[src/rtl/sdram_arb_pkg.sv]
// Shared types and defaults for the two-client SDRAM port arbiter.
package sdram_arb_pkg;
    localparam int ADDR_W = 24;
    localparam int DATA_W = 16;

    typedef enum logic [1:0] {
        ST_IDLE = 2'd0,
        ST_BUSY = 2'd1,
        ST_RESP = 2'd2,
        ST_GAP  = 2'd3
    } arb_state_t;

    localparam logic CLI_0 = 1'b0;
    localparam logic CLI_1 = 1'b1;
endpackage

[src/rtl/sdram_port_arbiter_rr_arb2.sv]
// Two-input round-robin picker; the last-grant pointer lives in the parent.
module rr_arb2 (
    input  logic [1:0] req,
    input  logic       last,
    output logic [1:0] gnt
);
    import sdram_arb_pkg::*;

    always_comb begin
        gnt = req;
        // On contention the client not served last wins.
        if (req == 2'b11)
            gnt = (last == CLI_1) ? 2'b01 : 2'b10;
    end
endmodule

[src/rtl/sdram_port_arbiter.sv]
// Round-robin arbiter between UART (client 0) and pattern engine (client 1) in
// front of the SDRAM controller. Define ARB_TIMEOUT_EN to enable BUSY timeout.
module sdram_port_arbiter #(
    parameter int ADDR_W         = sdram_arb_pkg::ADDR_W,
    parameter int DATA_W         = sdram_arb_pkg::DATA_W,
    parameter int GAP_CYCLES     = 2,
    parameter int TIMEOUT_CYCLES = 4096
) (
    input  logic              clk,
    input  logic              rst,
    input  logic              c0_req,
    input  logic              c0_we,
    input  logic [ADDR_W-1:0] c0_addr,
    input  logic [DATA_W-1:0] c0_wdata,
    output logic              c0_ack,
    output logic [DATA_W-1:0] c0_rdata,
    output logic              c0_err,
    input  logic              c1_req,
    input  logic              c1_we,
    input  logic [ADDR_W-1:0] c1_addr,
    input  logic [DATA_W-1:0] c1_wdata,
    output logic              c1_ack,
    output logic [DATA_W-1:0] c1_rdata,
    output logic              c1_err,
    output logic [ADDR_W-1:0] mem_addr,
    output logic              mem_rd_req,
    output logic              mem_wr_req,
    output logic [DATA_W-1:0] mem_wr_data,
    input  logic [DATA_W-1:0] mem_rd_data,
    input  logic              mem_rd_ready,
    input  logic              mem_wr_ready,
    output logic              busy
);
    import sdram_arb_pkg::*;

    localparam int GW = (GAP_CYCLES > 1) ? $clog2(GAP_CYCLES) : 1;

    if (GAP_CYCLES < 1 || TIMEOUT_CYCLES < 1) begin : g_bad_param
        $error("GAP_CYCLES and TIMEOUT_CYCLES must be at least 1");
    end

    arb_state_t        state;
    logic              last, win, we_q;
    logic [GW-1:0]     gap_cnt;
    logic [1:0]        req, gnt;
    logic              sel_we, done, expire;
    logic [ADDR_W-1:0] sel_addr;
    logic [DATA_W-1:0] sel_wdata, cap_data;

    assign req       = {c1_req, c0_req};
    assign sel_we    = gnt[1] ? c1_we    : c0_we;
    assign sel_addr  = gnt[1] ? c1_addr  : c0_addr;
    assign sel_wdata = gnt[1] ? c1_wdata : c0_wdata;
    // Only the ready matching the issued operation completes the access.
    assign done      = we_q ? mem_wr_ready : mem_rd_ready;
    assign cap_data  = (done && !we_q) ? mem_rd_data : '0;

    rr_arb2 u_rr (.req(req), .last(last), .gnt(gnt));

`ifdef ARB_TIMEOUT_EN
    localparam int TW = $clog2(TIMEOUT_CYCLES + 1);
    logic [TW-1:0] tcnt;

    assign expire = (state == ST_BUSY) && (tcnt == TW'(TIMEOUT_CYCLES - 1));

    always_ff @(posedge clk or posedge rst) begin
        if (rst)
            tcnt <= '0;
        else if (state != ST_BUSY)
            tcnt <= '0;
        else if (tcnt != TW'(TIMEOUT_CYCLES))
            tcnt <= tcnt + 1'b1;
    end

    always_ff @(posedge clk or posedge rst) begin
        if (rst) begin
            c0_err <= 1'b0;
            c1_err <= 1'b0;
        end else if (state == ST_BUSY && expire && !done) begin
            c0_err <= !win;
            c1_err <= win;
        end else begin
            c0_err <= 1'b0;
            c1_err <= 1'b0;
        end
    end
`else
    assign expire = 1'b0;
    assign c0_err = 1'b0;
    assign c1_err = 1'b0;
`endif

    always_ff @(posedge clk or posedge rst) begin
        if (rst) begin
            state       <= ST_IDLE;
            last        <= CLI_1;
            win         <= CLI_0;
            we_q        <= 1'b0;
            gap_cnt     <= '0;
            mem_addr    <= '0;
            mem_wr_data <= '0;
            mem_rd_req  <= 1'b0;
            mem_wr_req  <= 1'b0;
            c0_ack      <= 1'b0;
            c1_ack      <= 1'b0;
            c0_rdata    <= '0;
            c1_rdata    <= '0;
            busy        <= 1'b0;
        end else begin
            case (state)
                ST_IDLE: if (|gnt) begin
                    win         <= gnt[1];
                    we_q        <= sel_we;
                    mem_addr    <= sel_addr;
                    mem_wr_data <= sel_wdata;
                    mem_wr_req  <= sel_we;
                    mem_rd_req  <= !sel_we;
                    busy        <= 1'b1;
                    state       <= ST_BUSY;
                end
                ST_BUSY: if (done || expire) begin
                    mem_wr_req <= 1'b0;
                    mem_rd_req <= 1'b0;
                    c0_ack     <= !win;
                    c1_ack     <= win;
                    if (win) c1_rdata <= cap_data;
                    else     c0_rdata <= cap_data;
                    state      <= ST_RESP;
                end
                ST_RESP: begin
                    c0_ack   <= 1'b0;
                    c1_ack   <= 1'b0;
                    c0_rdata <= '0;
                    c1_rdata <= '0;
                    last     <= win;
                    gap_cnt  <= GW'(GAP_CYCLES - 1);
                    state    <= ST_GAP;
                end
                default: begin
                    if (gap_cnt == '0) begin
                        busy  <= 1'b0;
                        state <= ST_IDLE;
                    end else begin
                        gap_cnt <= gap_cnt - 1'b1;
                    end
                end
            endcase
        end
    end
endmodule

[config.mk]
export PLATFORM = sky130hd
export DESIGN_NAME = sdram_port_arbiter
export DESIGN_NICKNAME = d
export VERILOG_FILES = /design/src/rtl/sdram_arb_pkg.sv /design/src/rtl/sdram_port_arbiter_rr_arb2.sv /design/src/rtl/sdram_port_arbiter.sv
export SDC_FILE = /design/constraint.sdc
export NUM_CORES = 1
export LEC_CHECK = 0
export ABC_AREA = 1
export BUFFER_PORTS_ARGS = -buffer_cell sky130_fd_sc_hd__buf_2
export CAP_MARGIN = 20
export CORE_MARGIN = 2
export CORE_UTILIZATION = 32
export DETAILED_ROUTE_END_ITERATION = 10
export PLACE_DENSITY = 0.68
export SYNTH_ARGS = -nofsm -noshare
export SYNTH_HDL_FRONTEND = slang
export SYNTH_SLANG_ARGS = --single-unit
export TNS_END_PERCENT = 50
[constraint.sdc]
create_clock -name clk -period 3.1 [get_ports clk]
set_clock_uncertainty 0.15 [all_clocks]
set_input_delay 0.31 -clock clk [delete_from_list [all_inputs] [get_ports clk]]
set_output_delay 0.31 -clock clk [all_outputs]
set_load 0.02 [all_outputs]
==> metrics.md <==
| Metric | Value |
|---|---|
| Mean Syn Cell Area | 7.367 um^2 |
| Min Clock Period, post-route | 2.010 ns |
| Setup Fix Bufs, Post-CTS | 0 |
| WHS Path Cells | 3 |
| Critical path cell sequence | inv_1, ha_1, nand2_1, o21ai_0, nand2_1, nand2_1, o21ai_0 |
| HP Class | in2reg |
| R2r startpoint | state[0] |
| Reg area | 2078 um^2 |
| Critical path's most frequent cell | nand2_1 |
| Pwr Density | 945.9 nW/um^2 |
| CTS tree | yes |
| RSZ-0062 raised after global routing | false |
| Synth top area cells | dfrtp_1, nand2_1, nand3_1 |
| Fillers | 1345 |
| Fmax | 497.5 MHz |
| Htree depth | 3 |
| Die ar. | 13650 um^2 |
| WHS Endpoint | c1_rdata[15] |
| I/O pins | 183 |
| FF-to-FF End | c0_rdata[7] |
| First-pass GRT wire length | 17.38 mm |
| Worst path max stage delay | 0.41 ns |
| Cell count after synthesis | 553 |
| Area growth syn-to-layout | 32.86% |
| Clock transition at path regs | 0.06 ns |
| Initial Utilization | 0.3255 |
| Remaining DRCs | 0 |
| Largest net degree at the start of global routing | 46 |
| Critical path arrival | 2.05 ns |
| Wire length per cell | 11.99 um |
| CTS root buffer | clkbuf_16 |
| Setup violation total in the final timing report | 0 |
| Cell variety after synth | 21 |
| Slew @ Worst Pin | 0.6895 ns |
| Critical Path End Type | register |
| Layout cells sized above 1 | 0.2934 |
| Remaining Overflow, GRT | 0 |
| Synth Register Bits | 83 |
| Initial antenna violation count | 1 |
| Die Height | 116.8 um |
| Setup TNS | 0 ns |
| Syn. warnings | 0 |
| CP Launch Type | register |
| Worst Hold Launch | mem_rd_data[15] |
| Row cnt | 41 |
| Relative slew slack | 0.5403 |
| 1st-iter DRT viols | 244 |
| Cts bufs inserted | 9 |
| CP Class | reg2reg |
| Deepest clock path buffer count | 2 |
| Reg-to-reg setup timing slack | 1.09 ns |
| Part of the cycle the worst path needs | 0.6484 |
| Register area share after synthesis | 0.5101 |
| Number of max-cap violations | 0 |
| Nets@finish | 829 |
| GPL Wtd Cong | 0.7794 |
| Die X-Extent | 116.8 um |
| Core box area | 12520 um^2 |
| Hold Vio Cnt, Final | 0 |
| Area of the multi-input gates | 1715 um^2 |
| Via Count | 3935 |
| Antenna Nets Post-Route | 0 |
| Synthesized area | 4074 um^2 |
| Clock tree sinks | 83 |
| Clock latency at the later pin of the worst-skew pair | 0.33 ns |
| Placed cell areas | 5062 um^2 |
| Worst reg2reg path depth | 7 |
| Yosys top cell area share | 0.5037 |
| Crit-path max FO | 20 |
| Routed WL | 10.78 mm |
| Vias per cell | 4.377 |
| Required time of the critical path | 3.14 ns |
| Hpwl dp | 7.712 mm |
| Worst VDD drop | 0.3139 mV |
| Vias in the first global route | 3569 |
| Cell taking the most area after synthesis | dfrtp_1 |
| Slew Viols, Final | 0 |
| Outcome | finished, final reports clean |
| CP max-delay cell | dfrtp_1 |
| P_leak | 3.318 nW |
| Design Area, Final | 5413 um^2 |
| PortBufs | 180 |
| Global Route Usage Sum | 0.1634 |
| TritonRoute pass-1 iters | 4 |
## synth_stat cells
cell	n
nand2_1	318
dfstp_2	1
ha_1	4
a21oi_1	1
clkbuf_1	6
buf_6	4
buf_2	14
o22ai_1	1
nor2_4	3
nor2_1	14
nand2_2	4
dfrtp_1	82
nand3_1	51
inv_2	2
nand2_4	1
buf_4	6
inv_1	25
o21ai_1	5
conb_1	1
o21ai_0	9
nor3_1	1
## per-layer routing
layer	up-vias	part of all wire	wire (um)	global-route usage
met5	-	0	0	0
met4	0	0.020	211	0.06667
met3	14	0.076	819	0.04068
met2	157	0.44	4723	0.2520
met1	1735	0.47	5024	0.2208
li1	2029	-	-	-
## per-stage QoR
stage	instances	worst slack (ns)	hold WS, ns	power, mW	util
floorplan	554	0.5049	0.3224	3.317	-
global placement	881	1.175	0.2838	3.960	0.4044
detailed placement	881	1.086	0.2851	3.993	0.4044
CTS	898	1.071	0.08925	5.198	0.4322
global route	899	0.8352	0.09975	5.545	0.4324
finish	899	1.090	0.09982	5.120	0.4324
## repair_timing
item	in CTS	in global routing
hold buffers	1	0
gates resized for setup	0	0
hold endpoints to repair	38	0
## state kept, by name, indices dropped and copies added (netlist names), 2 cells and up
name / flops
mem_addr: 24
c1_rdata: 16
mem_wr_data: 16
state: 2
c0_rdata: 16
## worst max-delay path by stage
stage | from | endpoint | slack, ns | depth (start not counted)
2_1_floorplan | rst | busy | 0.50 | 1
3_3_place_gp | state[1] | c0_rdata[8] | 1.17 | 8
3_5_place_dp | state[0] | c0_rdata[7] | 1.09 | 7
4_1_cts | state[0] | c0_rdata[7] | 1.07 | 7
5_1_grt | state[1] | c0_rdata[15] | 0.84 | 8
6_report | state[0] | c0_rdata[7] | 1.09 | 7
## cell type report
type / count / share of cell area
Tap cell: 172 / 0.03976
Multi-Input combinational cell: 414 / 0.3169
Clock inverter: 5 / 0.01572
Timing Repair Buffer: 186 / 0.1775
Clock buffer: 11 / 0.04669
Inverter: 27 / 0.01896
Sequential cell: 83 / 0.3840
Antenna cell: 1 / 0.0004623
## layout by cell type, fill, tap and decap left out, drive strengths merged
cell type	instances
nand2	323
buf	185
dfrtp	82
nand3	51
inv	26
nor2	17
o21ai	14
clkbuf	11
ha	4
clkinv	3
conb	2
bufinv	2
diode	1
nor3	1
o22ai	1
a21oi	1
clkinvlp	1
dlygate4sd3	1
dfstp	1
## report_power, final
part | switching, mW | leakage, nW | internal (mW) | total (mW)
Combinational | 1.53 | 2.08 | 0.682 | 2.21
Clock | 0.428 | 0.162 | 0.752 | 1.18
Sequential | 0.234 | 1.08 | 1.50 | 1.73
Total | 2.19 | 3.32 | 2.93 | 5.12
## critical path: cells and delay by family, from the launching register on
family                     cells  cell delay, ns
buffers and inverters          1            0.10
DFF                            1            0.41
and+or+nand+nor                3            0.71
AOI/OAI and AO/OA              2            0.19
adders and majority gates      1            0.29
## logic make-up after synthesis
kind of cell,after synthesis,share of synthesized area
simple gates,392,0.3870
flops,83,0.5101
buf+inv,57,0.06972
compound gates,16,0.01996
fa+ha+maj,4,0.01229
other cells,1,0.0009205
(Power assumes the default switching activity.)
